### config.mk
export PLATFORM = sky130hd
export DESIGN_NAME = sigmoid_arbiter
export DESIGN_NICKNAME = d
export VERILOG_FILES = /design/src/rtl/sigmoid_arbiter.sv
export SDC_FILE = /design/constraint.sdc
export NUM_CORES = 1
export LEC_CHECK = 0
export CORE_ASPECT_RATIO = 1.75
export CORE_MARGIN = 3
export CORE_UTILIZATION = 35
export CTS_CLUSTER_SIZE = 16
export DETAILED_ROUTE_END_ITERATION = 8
export PLACE_DENSITY = 0.71
export SYNTH_ARGS = -nofsm -noshare
export SYNTH_HDL_FRONTEND = slang
export SYNTH_SLANG_ARGS = --single-unit
### constraint.sdc
create_clock -name clk -period 4.9 [get_ports clk]
set_input_delay 0.98 -clock clk [delete_from_list [all_inputs] [get_ports clk]]
set_output_delay 0.98 -clock clk [all_outputs]
set_load 0.02 [all_outputs]
### src/rtl/sigmoid_arbiter.sv
// Round-robin arbiter sharing one pipelined Sigmoid unit among N_REQ requesters.
// Each requester owns a slot tracking its single outstanding operation.
//
// state    | meaning
// IDLE     | no operation; eligible for grant while req_valid is high
// INFLIGHT | operand issued to the Sigmoid, result not yet captured
// DONE     | result held in rsp_data, waiting for rsp_ready
module sigmoid_arbiter #(
  parameter int N_REQ = 4,
  parameter int LAT   = 1
) (
  input  logic                clk,
  input  logic                rst_n,
  input  logic [N_REQ-1:0]    req_valid,
  input  logic [16*N_REQ-1:0] req_data,
  output logic [N_REQ-1:0]    req_ready,
  output logic [N_REQ-1:0]    rsp_valid,
  output logic [16*N_REQ-1:0] rsp_data,
  input  logic [N_REQ-1:0]    rsp_ready,
  output logic [15:0]         sig_in,
  input  logic [15:0]         sig_out,
  output logic                busy,
  output logic [2:0]          grant_id
);

  typedef enum logic [1:0] {
    IDLE     = 2'd0,
    INFLIGHT = 2'd1,
    DONE     = 2'd2
  } slot_t;

  slot_t            slot     [N_REQ];
  slot_t            slot_nxt [N_REQ];
  logic [2:0]       ptr;
  logic             tag_vld  [LAT];
  logic [2:0]       tag_idx  [LAT];
  logic [N_REQ-1:0] elig;
  logic             gnt_any;
  logic [2:0]       gnt_idx;
  logic             cap_vld;
  logic [2:0]       cap_idx;

  assign cap_vld  = tag_vld[LAT-1];
  assign cap_idx  = tag_idx[LAT-1];
  assign grant_id = gnt_idx;

  // Two passes give the wrap-around search: indices at or above ptr first, then the rest.
  always_comb begin
    gnt_any = 1'b0;
    gnt_idx = '0;
    for (int i = 0; i < N_REQ; i++) begin
      elig[i] = req_valid[i] && (slot[i] == IDLE);
    end
    for (int i = 0; i < N_REQ; i++) begin
      if (!gnt_any && elig[i] && (3'(i) >= ptr)) begin
        gnt_any = 1'b1;
        gnt_idx = 3'(i);
      end
    end
    for (int i = 0; i < N_REQ; i++) begin
      if (!gnt_any && elig[i]) begin
        gnt_any = 1'b1;
        gnt_idx = 3'(i);
      end
    end
  end

  always_comb begin
    req_ready = '0;
    sig_in    = '0;
    for (int i = 0; i < N_REQ; i++) begin
      if (gnt_any && (gnt_idx == 3'(i))) begin
        req_ready[i] = 1'b1;
        sig_in       = req_data[16*i +: 16];
      end
    end
  end

  always_comb begin
    busy = 1'b0;
    for (int i = 0; i < N_REQ; i++) begin
      slot_nxt[i]  = slot[i];
      rsp_valid[i] = (slot[i] == DONE);
      busy         = busy | (slot[i] != IDLE);
      case (slot[i])
        IDLE:     if (req_ready[i]) slot_nxt[i] = INFLIGHT;
        INFLIGHT: if (cap_vld && (cap_idx == 3'(i))) slot_nxt[i] = DONE;
        DONE:     if (rsp_ready[i]) slot_nxt[i] = IDLE;
        default:  slot_nxt[i] = IDLE;
      endcase
    end
  end

  always_ff @(posedge clk or negedge rst_n) begin
    if (!rst_n) begin
      for (int i = 0; i < N_REQ; i++) begin
        slot[i] <= IDLE;
      end
      ptr <= '0;
      for (int s = 0; s < LAT; s++) begin
        tag_vld[s] <= 1'b0;
        tag_idx[s] <= '0;
      end
      rsp_data <= '0;
    end else begin
      for (int i = 0; i < N_REQ; i++) begin
        slot[i] <= slot_nxt[i];
      end
      if (gnt_any) begin
        ptr <= (gnt_idx == 3'(N_REQ-1)) ? 3'd0 : gnt_idx + 3'd1;
      end
      // Tag pipeline mirrors the Sigmoid latency so each result finds its owner.
      tag_vld[0] <= gnt_any;
      tag_idx[0] <= gnt_idx;
      for (int s = 1; s < LAT; s++) begin
        tag_vld[s] <= tag_vld[s-1];
        tag_idx[s] <= tag_idx[s-1];
      end
      for (int i = 0; i < N_REQ; i++) begin
        if (cap_vld && (cap_idx == 3'(i))) begin
          rsp_data[16*i +: 16] <= sig_out;
        end
      end
    end
  end

endmodule

Yosys cells after proc, flatten, opt, wreduce, memory -nomap -nowiden --
Cells that the tools add are included.
Storage, ports and cells: register bits after elaboration 79, input port bits 90, output and inout port bits 92, logic and storage cells 129
Cells by class: mux-type cells 40, reduce and logical (&&, ||, !) cells 44, eq/ne operators 26, magnitude comparators 4, bitwise gates (word level) 3, $add $sub $neg 1
Operators by type and width (count):
- 16-bit 2-to-1 mux | 4
- 2-bit 2-to-1 mux | 13
- 2-bit one-hot mux with 3 select lines | 4
- 1-bit logical AND | 23
- 3-bit 2-to-1 mux | 6
- 2-bit inequality test, second input constant | 8
- 1-bit 2-to-1 mux | 13
- 3-bit by 2-bit == test with 1-bit output, second input constant | 4
- 3-bit AND reduction | 4
- 2-bit by 1-bit == test with 1-bit output, second input constant | 4
- 2-bit == test, second input constant | 4
- 2-bit zero test | 4
- 2-bit by 1-bit inequality test with 1-bit output, second input constant | 4
- 2-bit nonzero test | 4
- 1-bit zero test | 7
- 3-bit by 1-bit == test with 1-bit output, second input constant | 2
- 1-bit by 3-bit >= comparator with 1-bit output, first input constant | 2
- 2-bit by 3-bit >= comparator with 1-bit output, first input constant | 2
- 3-bit zero test | 2
- 3-bit by 1-bit adder with 3-bit output, second input constant | 1
- 1-bit bitwise OR | 3

Longest topological paths before layout --
depth in word-level cells 34, gate-level depth with buffers 12, depth with buffers taken out 11

Worst setup path after synthesis --
No wires, ideal clock.
kind input to output, start input port req_valid[2], end output port sig_in[12], cell stages on the path 10, arrival time 3.076 ns, setup slack 0.844 ns, buffers on the path 0, cells stage by stage or3b_2 -> nor2_1 -> nor2_1 -> o221a_2 -> inv_1 -> ha_1 -> o41ai_1 -> a21oi_2 -> a221oi_1 -> o21ai_0
Between the ends: longest elaborated chain between the ends 26, elaborated cells on any way between the ends 38, those cells by class eq/ne (3); mux (16); reduce/logical (19)
Ends and longest elaborated chain:
- from (decl) | line 14 | input logic [N_REQ-1:0] req_valid,
- 1-bit logical AND * | line 52 | elig[i] = req_valid[i] && (slot[i] == IDLE);
- 1-bit logical AND (2 in series) | line 55 | if (!gnt_any && elig[i] && (3'(i) >= ptr)) begin
- 1-bit 2-to-1 mux | line 55
- 1-bit zero test | line 55
- 1-bit logical AND (2 in series) | line 55
- 1-bit 2-to-1 mux | line 55
- 1-bit zero test | line 61 | if (!gnt_any && elig[i]) begin
- 1-bit logical AND | line 61
- (+6 left out)
- 1-bit 2-to-1 mux | line 61
- 1-bit zero test | line 61
- 1-bit logical AND | line 61
- 3-bit 2-to-1 mux | line 61
- 3-bit zero test | line 72 | if (gnt_any && (gnt_idx == 3'(i))) begin
- 1-bit logical AND | line 72
- 16-bit 2-to-1 mux (3 in series) | line 72
- 16-bit 2-to-1 mux * | line 72
- to (decl) | line 20 | output logic [15:0] sig_in,
Every way passes the cells marked *; elsewhere a longest branch is shown, timed or not.

Worst setup path in the final report --
start input port req_valid[2], end output port sig_in[1]
The elaborated chain is that of the path after synthesis.

==> summary.txt <==
Timing
  – Max-slew violations: 0
  – Post-layout min period: 4740 ps
  – RSZ-0062 raised after global routing: false
  – Slew @ Worst Pin: 1080 ps
  – Fin. Hold Viols: 0
  – Final setup fails: 0
  – Slew headroom: 27.5%
  – Worst hold margin: 502 ps
  – FMAX: about 210 MHz
  – Tcrit/Tclk final: 96.8%
  – Final Skew: 6.23 ps

Clocking
  – Clk slew on worst S/H paths: 60 ps
  – Post-CTS Setup Bufs: 0
  – Skew-Pair Late Insertion Delay: 320 ps
  – CTS H-tree depth: 3
  – Total CTS buffers: 9
  – Clock buffer depth: 2
  – CTS Sinks: 77
  – Root Buffer: clkbuf_16
  – TritonCTS clock tree: done
  – Cts hold-fix bufs: 0

Yosys
  – Syn avg cell area: 12.3 sq um
  – Yosys cell types: 45
  – Synthesized area: 3700 sq um
  – Asr flop ratio synth: 100%
  – Number of synthesized flops with an enable pin: 0
  – Sequential area share after synthesis: 52.1%
  – Synth warn: 0
  – Post-Synthesis Cells: 301
  – Synth Net Count: slightly below 400
  – Register bit count reported by yosys: 77
  – Primary FF master, synth: dfrtp_1

Layout
  – Post-Layout Cell Count: 629
  – Fin nets: 589
  – Most frequent cells in the layout: clkdlybuf4s50_1, dfrtp_1, mux2_2
  – Final Cell Area: 6070 sq um
  – Area Overhead vs Synth: 64.1%
  – Ant. Diodes: 0
  – Commonest non-fill, non-tap cell in the layout: clkdlybuf4s50_1
  – Layout cell share with drive strength beyond 1: 25.3%
  – Core Util, Final: between 50% and 60%

Flow run
  – Max-cap check violation count: 0

Pwr
  – Static Leak: between 2 and 3 nW
  – Power density over the cells: ~760 nW/um^2
  – Power, Total: 0.00459 W
  – VDD IR max: between 0.5 and 0.6 mV

Global routing
  – Total GRT Usage: 19.7%
  – Antenna violations before repair: 0
  – First-pass GRT wire length: between 15000 and 20000 microns
  – Vias in the first global route: between 3k and 4k
  – Largest net degree at the start of global routing: 78
  – Overflow after GRT: 0

Route
  – Vias: 3271
  – Post-Route WL: about 12000 microns
  – Via density: 5.20
  – Remaining DRCs: 0
  – Post-DRT Antenna Nets: 0
  – Detailed Routing Iterations Pass 1: 4
  – Routed wire per std cell: 18.4 microns
  – DR iter-0 viols: 80

Worst setup path
  – Delay-heaviest family, CP: buffers and inverters
  – Critical path buffers and inverters: 5
  – CP Launch Type: input pin
  – CP max stage delay: approximately 480 ps
  – Crit path capture type: primary output
  – Worst R2R End: slot[6]
  – CP max FO: 11
  – Data required time at the worst endpoint: 3920 ps
  – R2R Setup Slk: 2550 ps
  – Cell Chain, Critical Path: clkdlybuf4s50_1 > or3b_2 > buf_4 > a21oi_1 > o22a_1 > inv_1 > ha_1 > o41ai_1 > a21oi_2 > buf_12 > a221oi_1 > o21ai_1 > dlygate4sd2_1
  – Crit Path Category: in2out
  – Slowest cell on crit path: or3b_2
  – CP arrival: 3760 ps
  – Worst r2r src: slot[2]
  – Worst Reg-to-Reg Cells: 11

Min path
  – WHS Path Cells: 1
  – Hold Path Class: reg2reg
  – Hold Crit Endpoint: rsp_data[42]
  – Hold path start: rsp_data[42]

Placed design
  – Buffers on Ports: 180
  – GPL Wtd Cong: between 0.9 and 1
  – Placed instance area: about 5700 sq um
  – Placed Instances: 613
  – HPWL after DPL: 8900 microns

Outcome
  – Status: completed

Floorplan
  – I/O Pins: approximately 180
  – Die Y: 142 microns
  – Die footprint: 11900 sq um
  – Placeable Area: 10300 sq um
  – Starting Density: ~36%
  – Site Rows: between 40 and 50
  – Die X-Extent: 83.7 microns
## through the flow
stage / setup TNS, ps / worst slack [ps]
final: 0 / 157
after global routing: 0 / 0.843
after CTS: 0 / 2.90
after detailed placement: -204 / -70.3
after global placement: 0 / 20.4
after floorplan: 0 / 844
## worst max-delay path by stage
| stage | cells past startpoint | from | slack (ps) | endpoint |
|---|---|---|---|---|
| after floorplan | 10 | req_valid[2] | 840 | sig_in[12] |
| after global placement | 13 | req_valid[2] | 20 | sig_in[12] |
| after detailed placement | 13 | req_valid[2] | -70 | sig_in[1] |
| after CTS | 13 | req_valid[2] | 3 | sig_in[7] |
| after global routing | 13 | req_valid[2] | 0.8 | sig_in[12] |
| final | 13 | req_valid[2] | 160 | sig_in[1] |
## cells in the mapped netlist, types with 3 or more instances
| master | count | share of area (%) |
|---|---|---|
| nor2_1 | 12 | 1.2 |
| mux2_2 | 65 | 20 |
| inv_2 | 3 | 0.30 |
| clkbuf_1 | 6 | 0.61 |
| buf_2 | 3 | 0.41 |
| nand2_1 | 21 | 2.1 |
| nor3b_2 | 3 | 1.0 |
| inv_1 | 9 | 0.91 |
| o21ai_1 | 10 | 1.4 |
| buf_6 | 3 | 0.91 |
| dfrtp_1 | 77 | 52 |
| nor2b_1 | 5 | 0.85 |
| a221oi_1 | 7 | 1.7 |
| o21ai_0 | 18 | 2.4 |
| and3_1 | 3 | 0.51 |
| a221oi_2 | 7 | 2.8 |
| a21oi_1 | 8 | 1.1 |
## metal layers
layer	share of wire (%)	wire length [microns]	GRT usage [%]	vias up
li1	-	-	-	1490
met1	34	3930	18.6	1613
met2	56	6480	38.2	144
met3	6.8	789	5.74	24
met4	3.2	365	9.15	0
met5	0	0	0	-
## power breakdown
| group | leakage [nW] | switching (W) | internal [W] |
|---|---|---|---|
| Combinational | 1.55 | 0.00135 | 0.00138 |
| Clock | 0.154 | 0.000242 | 0.000438 |
| Sequential | 0.907 | 0.000218 | 0.000961 |
| Total | 2.61 | 0.00181 | 0.00278 |
## state kept, by name (all words and copies together) (netlist names)
register  count
cap_idx       2
cap_vld       1
ptr           2
rsp_data     64
slot          8
## cell type report
class	count	area [sq um]
clock inverter	2	38.8
fill	863	4230
clock buffer	14	274
timing repair buffer	199	1970
tap	127	159
multi-input combinational	198	1650
sequential	77	1930
inverter	12	45.0
## cells by family after synthesis
group           synth area share [%]
simple gates                    9.57
other cells                    0.101
fa+ha+maj                      0.676
mux                             19.8
compound gates                  14.2
flops                           52.1
buf+inv                         3.55
## timing repair
action,CTS,global route
setup endpoints to repair,9,9
hold endpoints to repair,0,0
gates resized for setup,9,9
Note: power is estimated with default switching activity, not from simulation.
